`config.mk`:
```
export PLATFORM = sky130hd
export DESIGN_NAME = mem_lsu
export DESIGN_NICKNAME = d
export VERILOG_FILES = /design/src/rtl/mem_lsu.sv
export SDC_FILE = /design/constraint.sdc
export NUM_CORES = 1
export LEC_CHECK = 0
export ABC_AREA = 1
export CAP_MARGIN = 15
export CORE_MARGIN = 2
export CORE_UTILIZATION = 47
export DETAILED_ROUTE_END_ITERATION = 6
export GPL_ROUTABILITY_DRIVEN = 0
export PLACE_DENSITY = 0.85
export SLEW_MARGIN = 20
export SYNTH_ARGS = -nofsm -noshare
export SYNTH_HDL_FRONTEND = slang
export SYNTH_SLANG_ARGS = --single-unit
```
`constraint.sdc`:
```
create_clock -name i_clk -period 4 [get_ports i_clk]
set_clock_uncertainty 0.1 [all_clocks]
set_input_delay 1 -clock i_clk [delete_from_list [all_inputs] [get_ports i_clk]]
set_output_delay 1 -clock i_clk [all_outputs]
set_load 0.005 [all_outputs]
```
`src/rtl/mem_lsu.sv`:
```
`default_nettype none
// ============================================================================
//  Module      : mem_lsu
//  Description : MEM-stage load/store unit. Turns each load or store into a
//                single req/gnt/rvalid data-bus transaction, stalls the
//                pipeline while it is in flight and returns formatted
//                (sign/zero-extended) load data to write-back.
//  Revision    : 1.0 - initial release
// ============================================================================
module mem_lsu (
    input  logic        i_clk,
    input  logic        i_resetn,
    input  logic        i_mem_mem2reg,
    input  logic        i_mem_wmem,
    input  logic        i_mem_lsb,
    input  logic        i_mem_lsh,
    input  logic        i_mem_loadsignext,
    input  logic [31:0] i_mem_addr,
    input  logic [31:0] i_mem_wdata,
    output logic        data_req_o,
    output logic [31:0] data_addr_o,
    output logic        data_we_o,
    output logic [3:0]  data_be_o,
    output logic [31:0] data_wdata_o,
    input  logic        data_gnt_i,
    input  logic        data_rvalid_i,
    input  logic [31:0] data_rdata_i,
    output logic        o_stall,
    output logic [31:0] o_load_data,
    output logic        o_load_valid,
    output logic        o_misaligned
);

    typedef enum logic [1:0] {
        S_IDLE = 2'd0,
        S_REQ  = 2'd1,
        S_WAIT = 2'd2,
        S_DONE = 2'd3
    } state_t;

    localparam logic [1:0] c_SZ_BYTE = 2'd0;
    localparam logic [1:0] c_SZ_HALF = 2'd1;
    localparam logic [1:0] c_SZ_WORD = 2'd2;

    state_t      r_state;
    state_t      w_state_next;

    logic        w_access;
    logic [1:0]  w_size;
    logic        w_misaligned;
    logic        w_start;
    logic [3:0]  w_be;
    logic [31:0] w_wdata;

    logic [1:0]  r_size;
    logic [1:0]  r_off;
    logic        r_signext;
    logic        r_is_load;

    logic [31:0] w_shifted;
    logic [31:0] w_load_fmt;

    assign w_access = i_mem_mem2reg | i_mem_wmem;

    // Decode access size (byte beats halfword beats word) and alignment
    always_comb begin
        w_size = c_SZ_WORD;
        if (i_mem_lsb)
            w_size = c_SZ_BYTE;
        else if (i_mem_lsh)
            w_size = c_SZ_HALF;

        w_misaligned = 1'b0;
        if (w_size == c_SZ_HALF)
            w_misaligned = i_mem_addr[0];
        else if (w_size == c_SZ_WORD)
            w_misaligned = (i_mem_addr[1:0] != 2'b00);
    end

    // Byte enables and lane-replicated write data for the presented access
    always_comb begin
        w_be    = 4'b1111;
        w_wdata = i_mem_wdata;
        case (w_size)
            c_SZ_BYTE: begin
                w_be    = 4'b0001 << i_mem_addr[1:0];
                w_wdata = {4{i_mem_wdata[7:0]}};
            end
            c_SZ_HALF: begin
                w_be    = i_mem_addr[1] ? 4'b1100 : 4'b0011;
                w_wdata = {2{i_mem_wdata[15:0]}};
            end
            default: begin
                w_be    = 4'b1111;
                w_wdata = i_mem_wdata;
            end
        endcase
    end

    assign w_start      = (r_state == S_IDLE) & w_access & ~w_misaligned;
    assign o_misaligned = (r_state == S_IDLE) & w_access &  w_misaligned;
    assign o_stall      = w_start | (r_state == S_REQ) | (r_state == S_WAIT);

    // Align the returned word to the addressed lane and extend it
    always_comb begin
        w_shifted  = data_rdata_i >> {r_off, 3'b000};
        w_load_fmt = w_shifted;
        case (r_size)
            c_SZ_BYTE: w_load_fmt = {{24{r_signext & w_shifted[7]}},  w_shifted[7:0]};
            c_SZ_HALF: w_load_fmt = {{16{r_signext & w_shifted[15]}}, w_shifted[15:0]};
            default:   w_load_fmt = w_shifted;
        endcase
    end

    // State register
    always_ff @(posedge i_clk or negedge i_resetn) begin
        if (!i_resetn)
            r_state <= S_IDLE;
        else
            r_state <= w_state_next;
    end

    // Next-state logic: one transaction at a time, DONE always returns to IDLE
    always_comb begin
        w_state_next = r_state;
        case (r_state)
            S_IDLE:  if (w_start)       w_state_next = S_REQ;
            S_REQ:   if (data_gnt_i)    w_state_next = S_WAIT;
            S_WAIT:  if (data_rvalid_i) w_state_next = S_DONE;
            default:                    w_state_next = S_IDLE;
        endcase
    end

    // Registered bus outputs and transaction latches, captured when leaving IDLE
    always_ff @(posedge i_clk or negedge i_resetn) begin
        if (!i_resetn) begin
            data_req_o   <= 1'b0;
            data_addr_o  <= 32'd0;
            data_we_o    <= 1'b0;
            data_be_o    <= 4'd0;
            data_wdata_o <= 32'd0;
            r_size       <= c_SZ_WORD;
            r_off        <= 2'd0;
            r_signext    <= 1'b0;
            r_is_load    <= 1'b0;
        end else begin
            data_req_o <= (w_state_next == S_REQ);
            if (w_start) begin
                data_addr_o  <= {i_mem_addr[31:2], 2'b00};
                data_we_o    <= i_mem_wmem;
                data_be_o    <= w_be;
                data_wdata_o <= w_wdata;
                r_size       <= w_size;
                r_off        <= i_mem_addr[1:0];
                r_signext    <= i_mem_loadsignext;
                r_is_load    <= ~i_mem_wmem;
            end
        end
    end

    // Load result capture on rvalid in WAIT; valid pulse lines up with DONE
    always_ff @(posedge i_clk or negedge i_resetn) begin
        if (!i_resetn) begin
            o_load_data  <= 32'd0;
            o_load_valid <= 1'b0;
        end else begin
            o_load_valid <= (r_state == S_WAIT) & data_rvalid_i & r_is_load;
            if ((r_state == S_WAIT) && data_rvalid_i && r_is_load)
                o_load_data <= w_load_fmt;
        end
    end

endmodule
`default_nettype wire

```
# --- After elaboration in Yosys (flattened, before gate mapping) ---
# Cells that the tools add are included.
op_classes:
  add_sub_neg: 0
  multipliers: 0
  n_div: 0
  n_lt_le_gt_ge: 0
  eq_ne: 6
  shifts: 2
  n_mux: 12
  bitwise: 12
  n_reduce_logical: 6
op_table:
  columns: ["cell", "count"]
  rows:
  - ["32-bit case mux with 2 select lines", 2]
  - ["32-bit by 5-bit >> shifter with 32-bit output", 1]
  - ["2-bit two-way mux", 5]
  - ["2-bit by 1-bit == test with 1-bit output (second input constant)", 4]
  - ["4-bit case mux with 2 select lines", 1]
  - ["1-bit AND", 7]
  - ["2-bit zero test", 3]
  - ["2-bit case mux with 3 select lines", 1]
  - ["2-bit == test (second input constant)", 2]
  - ["4-bit two-way mux", 1]
  - ["1-bit by 2-bit << shifter with 4-bit output (first input constant)", 1]
  - ["1-bit bitwise OR", 3]
  - ["1-bit logical AND", 2]
  - ["1-bit two-way mux", 2]
  - ["1-bit inverter", 2]
  - ["2-bit nonzero test", 1]
totals:
  regBits: 109
  latch_bits: 0
  ram_bits: 0
  mem_bits_ro: 0
  input_bits: 105
  output_inout_bits: 105
  elab_cells: 50
  n_memories: 0

# --- Logic depth before layout (Yosys ltp) ---
# Gate-level depths: netlist of the first run.
logic_depth:
  word_depth: 10
  ltp_mapped: 10
  depth_no_buf: 9

# --- Worst setup path before layout of the first run ---
# OpenSTA, ideal clock, no wires.
synth_path:
  kind: "input to output"
  start: "input port i_mem_lsh"
  end: "output port o_stall"
  t_arrival_ps: 1646
  required_time_ps: 2900
  setup_slack_ps: 1254
  path_stages: 8
  n_path_buf: 2
  path_cell_list: "inv_1 -> nand2_1 -> nand2_1 -> nand2_1 -> nand2_2 -> buf_6 -> buf_6 -> nand3_1"
synth_between:
  elab_chain_len: 9
  word_cells_on_any_way: 10
synth_rtl:
  columns: ["element", "line_no", "source"]
  rows:
  - ["from (decl)", "16", "input logic i_mem_lsh,"]
  - ["2-bit two-way mux (*)", "70", "else if (i_mem_lsh)"]
  - ["2-bit two-way mux (*)", "68", "if (i_mem_lsb)"]
  - ["2-bit == test", "76", "else if (w_size == c_SZ_WORD)"]
  - ["1-bit two-way mux", "76", null]
  - ["1-bit two-way mux (*)", "74", "if (w_size == c_SZ_HALF)"]
  - ["1-bit inverter (*)", "100", "assign w_start = (r_state == S_IDLE) & w_access & ~w_misaligned;"]
  - ["1-bit AND (*)", "100", null]
  - ["1-bit bitwise OR (*) (2 in a row)", "102", "assign o_stall = w_start | (r_state == S_REQ) | (r_state == S_WAIT);"]
  - ["to (decl)", "28", "output logic o_stall,"]
# Every way passes the cells marked *; elsewhere a longest branch is shown, timed or not.

# --- Worst setup path after layout of the first run ---
layout_path:
  start: "input port i_mem_addr[1]"
  end: "output port o_misaligned"
layout_between:
  elab_chain_len: 4
layout_rtl:
  columns: ["element", "line_no", "source"]
  rows:
  - ["from (decl)", "18", "input logic [31:0] i_mem_addr,"]
  - ["2-bit nonzero test", "77", "w_misaligned = (i_mem_addr[1:0] != 2'b00);"]
  - ["1-bit two-way mux", "76", null]
  - ["1-bit two-way mux", "74", null]
  - ["1-bit AND", "101", "assign o_misaligned = (r_state == S_IDLE) & w_access & w_misaligned;"]
  - ["to (decl)", "31", "output logic o_misaligned"]
# No other way between the ends.

==> reports/metrics.yaml, run 1 <==
synth:
  synthArstFlopShare_pct: 100.0
  synth_enable_flop_cells: 0
  avgSynthCellArea_um2: 7.889
  synth.area.mux_share_pct: 0
  synthSimpleGateAreaFrac_pct: 32.96
  synth_top_family_by_area: "simple AND/OR/NAND/NOR gates"
  ys_ff_latch: 109
  synth_warnings: 0
  synthTopCellsByArea: "dfrtp_1, nand2_1, nand3_1, buf_6, inv_1"
  yosysUniqueCellTypes: 35
  synth_top_area_cell: "dfrtp_1"
  synthTopCellsByCount: "nand2_1, dfrtp_1, nand3_1"
  synth_seq_area_share_pct: 51.02
  synth_ff_type: "dfrtp_1"
  yosysMostFrequentCell: "nand2_1"
  synthCells: 678
  synthesis.area_mm2: 0.005349
  synth_top_area_share_pct: 50.53
  synth_compound_area_share_pct: 7.696
  synth-xor-area-share_pct: 0
  synthAdderAreaFrac_pct: 0
layout:
  drive_above_1_share_pct: 6.522
  layout-area-overhead-vs-synth_pct: 43.46
  fin_area_mm2: 0.007674
  antenna_cells: 0
  fin_nets: 974
  fin_util_pct: 69.87
  fillers: 868
worst_hold_path:
  hold_path_depth: 2
  min_path_type: "flop to flop"
clock_tree:
  path_clk_slew_ps: 70
  cts_tree: "yes"
  ctsLongestPathBuffers: 2
  cts_resized: 0
  cts_sinks: 109
  post_cts.repair.setup_buffers: 0
  htreeDepth: 3
  cts_hold_buf: 0
  root_buffer: "clkbuf_16"
  cts_buffers: 9
  clk_latency_ps: 340
status:
  status: "finished clean"
floorplanning:
  die_w_um: 110.7
  io_pins: 210
  die_h_um: 110.7
  core.rowCount: 38
  core-area_mm2: 0.01098
  dieArea_mm2: 0.01225
  start_util_pct: 48.70
power_and_ir_drop:
  p_leak_nw: 3.762
  power_w: 0.005497
  ir_drop_mv: 0.5500
  power_density_mw_per_mm2: 716.3
detailed_routing:
  drcViolationCount: 0
  vias: 5247
  antenna_left: 0
  drt-total-wl_mm: 16.54
  dr.pass1.iters: 5
  avgRoutedWirePerCell_um: 16.31
  via_per_inst: 5.175
  drt-initial-drc-count: 474
sta:
  setup_viol: 0
  slew_violations: 0
  min_period_over_period_pct: 92.18
  fin_crit_ps: 3687
  holdWs_ps: 382.1
  finalSetupTns_ps: 0
  worst_slew_pin_slew_ps: 857.8
  rsz0062_at_grt: "no"
  fmax_mhz: 271.2
  relSlewSlack_pct: 42.81
  final_hold_viol_count: 0
setup_path:
  cp.arrival_ps: 2590
  crit_required_ps: 2900
  criticalPathCategory: "input pin to output port"
  cp_max_fo: 5
  end_kind: "output port"
  startpoint_type: "input pin"
  r2r_cells: 8
global_route:
  grt_first_pass_wirelength_mm: 26.74
  grt_pass1_vias: 5438
  grt_max_degree: 94
  grt_usage_pct: 27.14
  grt_overflow: 0
  antenna_found_initial: 0
place:
  dp_hpwl_mm: 12.14
  placed_area_mm2: 0.007380
  port_buffers: 207
job:
  maxCapViolations: 0
## power by group
part / switching (W) / internal (W) / total, W
logic: 0.00126 / 0.00137 / 0.00263
clock network: 0.000388 / 0.000502 / 0.000890
registers: 0.000342 / 0.00163 / 0.00198
total: 0.00199 / 0.00351 / 0.00550
## worst paths after layout
| check | start | end | slack, ps |
|---|---|---|---|
| max in group asynchronous | i_resetn | o_load_data[14] | 2340 |
| worst max-delay path | i_mem_addr[1] | o_misaligned | 310 |
| min in group asynchronous | i_resetn | data_wdata_o[7] | 620 |
| worst max register to register | r_off[1] | o_load_data[14] | 1680 |
| worst min-delay path | data_addr_o[26] | data_addr_o[26] | 380 |
| worst min register to register | data_addr_o[26] | data_addr_o[26] | 380 |
## kinds of logic (layout without fill, tap and decap cells)
family	Yosys count	after routing
simple gates	415	415
compound gates	74	74
buf+inv	79	274
flops	109	109
other cells	1	2
## metrics by stage
stage / std cells / setup WS [ps]
2_1_floorplan: 679 / 1254
3_3_place_gp: 998 / 343.9
3_5_place_dp: 998 / 319.4
4_1_cts: 1014 / 295.0
5_1_grt: 1014 / 216.4
6_report: 1014 / 312.8
## placed cells by master, fill, tap and decap left out, types with 2 or more instances in the layout
cell	synthesis	layout
clkbuf_16	0	9
inv_2	6	6
conb_1	1	2
clkdlybuf4s50_1	0	206
nor2_1	18	18
nand3_2	2	2
o21ai_1	8	8
nand3_1	38	38
nand2_1	315	315
or2_2	15	15
nand2_2	2	2
clkinv_2	0	2
inv_1	36	36
a31oi_1	7	7
dfrtp_1	108	108
o21ai_0	22	22
or2_0	10	10
a21oi_1	24	24
buf_4	6	9
clkbuf_1	3	2
o211ai_1	9	9
or2_1	8	8
## layer usage
metal / vias to the layer above / part of all wire, % / track usage [%]
met5: - / 0 / 0
met2: 289 / 46 / 43.68
met4: 0 / 3.0 / 10.08
li1: 2489 / - / -
met1: 2432 / 41 / 34.47
met3: 37 / 10 / 8.639
## state kept, by name, indices dropped and copies added (netlist names)
| register | flops |
|---|---|
| o_load_data | 32 |
| r_size | 2 |
| data_req_o | 1 |
| o_load_valid | 1 |
| r_is_load | 1 |
| data_we_o | 1 |
| data_be_o | 4 |
| data_addr_o | 30 |
| data_wdata_o | 32 |
| r_state | 2 |
| r_off | 2 |
| r_signext | 1 |
## layout make-up
| type | instances | area [µm²] | area share [%] |
|---|---|---|---|
| Timing Repair Buffer | 215 | 2130 | 27.75 |
| Sequential cell | 109 | 2729 | 35.56 |
| Multi-Input combinational cell | 491 | 2182 | 28.44 |
| Inverter | 43 | 163.9 | 2.136 |
| Tap cell | 140 | 175.2 | 2.283 |
| Clock inverter | 4 | 47.55 | 0.6196 |
| Clock buffer | 12 | 246.5 | 3.212 |
## critical path, cell delays in order
cell and delay, ps:
clkdlybuf4s50_1 550, nand2_1 70, nand2_1 50, nand2_1 110, nor4_1 240, clkdlybuf4s50_1 560
Power figures use the tool's default switching activity.
==> run 2: changes to the inputs <==
Settings changed: HOLD_SLACK_MARGIN set to 0.1.
==> results of run 2 <==
The final DEF is identical to that of run 1; final timing and power are the same.
==> run 3: changes to the inputs <==
Settings changed: PLACE_DENSITY 0.85 to 0.87.
==> run 3 against run 2 <==
Compared with the run above:
- critical path type unchanged
- hold slack better by 1.7 ps
- first-iteration DRC count is 6.3% higher
- die area unchanged
- cell count about the same
- critical endpoint unchanged
- sequential share of layout area barely moved
- final area fell by 0.11%
==> reports/metrics.yaml, run 3 (synthesized netlist as in run 1, its figures left out) <==
place:
  dp_hpwl_mm: 11.09  # was 12.14 mm
  port_buffers: 207  # unchanged
  placed_area_mm2: 0.007372  # was 0.007380 mm²
sta:
  final_hold_viol_count: 0  # unchanged
  min_period_over_period_pct: 92.60  # was 92.18%
  fmax_mhz: 270.0  # was 271.2 MHz
  worst_slew_pin_slew_ps: 959.9  # was 857.8 ps
  fin_crit_ps: 3704  # was 3687 ps
  relSlewSlack_pct: 36.01  # was 42.81%
  slew_violations: 0  # unchanged
  rsz0062_at_grt: "no"  # unchanged
  finalSetupTns_ps: 0  # unchanged
  setup_viol: 0  # unchanged
setup_path:
  criticalPathCategory: "input pin to output port"  # unchanged
  crit_required_ps: 2900  # about the same
  regToRegSetupSlack_ps: 1670  # was 1680 ps
  cp.arrival_ps: 2600  # was 2590 ps
  startpoint_type: "input pin"  # unchanged
  cp_max_fo: 5  # unchanged
  endpoint: "o_misaligned"  # unchanged
  r2r-start: "r_off[1]"  # unchanged
  end_kind: "output port"  # unchanged
  r2r_cells: 8  # unchanged
  worstSetupStartpoint: "i_mem_addr[1]"  # unchanged
  rr_endpoint: "o_load_data[9]"  # was o_load_data[14]
layout:
  fillers: 858  # was 868
  drive_above_1_share_pct: 6.644  # was 6.522%
  layout-area-overhead-vs-synth_pct: 43.30  # was 43.46%
  fin_nets: 973  # was 974
  multi_input_area_mm2: 0.002182  # unchanged
  layout_common_cells: "nand2_1, clkdlybuf4s50_1, dfrtp_1, nand3_1, inv_1"  # unchanged
  regArea_mm2: 0.002729  # unchanged
  top_regs: "data_wdata_o: 32 flops, o_load_data: 32 flops, data_addr_o: 30 flops"  # unchanged
  fin_area_mm2: 0.007665  # was 0.007674 mm²
  antenna_cells: 0  # unchanged
  layout_commonest_cell: "nand2_1"  # unchanged
global_route:
  grt_max_degree: 94  # unchanged
  grt_overflow: 0  # unchanged
  antenna_found_initial: 0  # unchanged
  grt_first_pass_wirelength_mm: 25.12  # was 26.74 mm
  grt_usage_pct: 25.20  # was 27.14%
  grt_pass1_vias: 5063  # was 5438
detailed_routing:
  dr.pass1.iters: 5  # unchanged
  drcViolationCount: 0  # unchanged
  via_per_inst: 5.113  # was 5.175
  antenna_left: 0  # unchanged
  drt-total-wl_mm: 15.48  # was 16.54 mm
  vias: 5179  # was 5247
  drt-initial-drc-count: 504  # was 474
  avgRoutedWirePerCell_um: 15.28  # was 16.31 µm
floorplanning:
  die_h_um: 110.7  # unchanged
  die_w_um: 110.7  # unchanged
  start_util_pct: 48.70  # unchanged
  core.rowCount: 38  # unchanged
  core-area_mm2: 0.01098  # unchanged
  io_pins: 210  # unchanged
  dieArea_mm2: 0.01225  # unchanged
clock_tree:
  ctsLongestPathBuffers: 2  # unchanged
  cts_sinks: 109  # unchanged
  cts_resized: 0  # unchanged
  path_clk_slew_ps: 70  # about the same
  clk_latency_ps: 330  # was 340 ps
  cts_hold_buf: 0  # unchanged
  post_cts.repair.setup_buffers: 0  # unchanged
  cts_buffers: 9  # unchanged
  htreeDepth: 3  # unchanged
  cts_tree: "yes"  # unchanged
  root_buffer: "clkbuf_16"  # unchanged
status:
  status: "finished clean"  # unchanged
power_and_ir_drop:
  ir_drop_mv: 0.4007  # was 0.5500 mV
  power_density_mw_per_mm2: 707.9  # was 716.3 mW/mm²
  p_leak_nw: 3.761  # was 3.762 nW
  power_w: 0.005426  # was 0.005497 W
worst_hold_path:
  worstHoldStart: "data_addr_o[10]"  # was data_addr_o[26]
  min_path_type: "flop to flop"  # unchanged
job:
  maxCapViolations: 0  # unchanged
-- run 3: cell count changes in the layout (fill, tap and decap cells not counted), sizes merged --
cell	change
bufinv	-1
buf	-1
clkinvlp	-1
clkinv	+1
clkbuf	-2
inv	+3
-- run 3: worst max-delay path, cell delays in order --
cell	delay, ps
clkdlybuf4s50_1	570
nand2_1	80
nand2_1	50
nand2_1	90
nor4_1	230
clkdlybuf4s50_1	570
-- run 3: how the worst min path moves through the flow --
stage / end / slack, ps / cells past startpoint
after floorplan: r_size[0] / 360 / 2
after global placement: data_addr_o[23] / 360 / 2
after detailed placement: data_addr_o[4] / 370 / 2
after CTS: data_addr_o[4] / 380 / 2
after global routing: data_wdata_o[3] / 400 / 2
final: data_addr_o[10] / 380 / 2
-- run 3: stage by stage --
step	util, %	hold WS [ps]	std cells	setup slack [ps]
after global routing	69.79	402.7	1013	241.9
after CTS	69.79	385.0	1013	325.8
after floorplan	-	358.8	679	1254
final	69.79	383.7	1013	296.1
after detailed placement	67.12	365.8	997	327.2
after global placement	67.12	362.6	997	339.7
-- run 3: metal layers --
metal | track usage (%) | wire length [µm] | part of all wire (%) | vias up
met2 | 40.25 | 7094 | 46 | 245
met3 | 7.545 | 1489 | 9.6 | 27
met1 | 32.91 | 6519 | 42 | 2413
met4 | 8.583 | 373 | 2.4 | 0
li1 | - | - | - | 2494
met5 | 0 | 0 | 0 | -
-- run 3: area by class of cell --
| type | instances | share of cell area, % |
|---|---|---|
| Timing Repair Buffer | 214 | 27.69 |
| Inverter | 43 | 2.138 |
| Tap cell | 140 | 2.285 |
| Clock inverter | 6 | 0.7019 |
| Sequential cell | 109 | 35.60 |
| Clock buffer | 10 | 3.118 |
| Multi-Input combinational cell | 491 | 28.47 |
-- run 3: power breakdown --
part,switching (W),internal [W]
Combinational,0.00121,0.00137
Sequential,0.000341,0.00163
Clock,0.000422,0.000453
Total,0.00197,0.00345
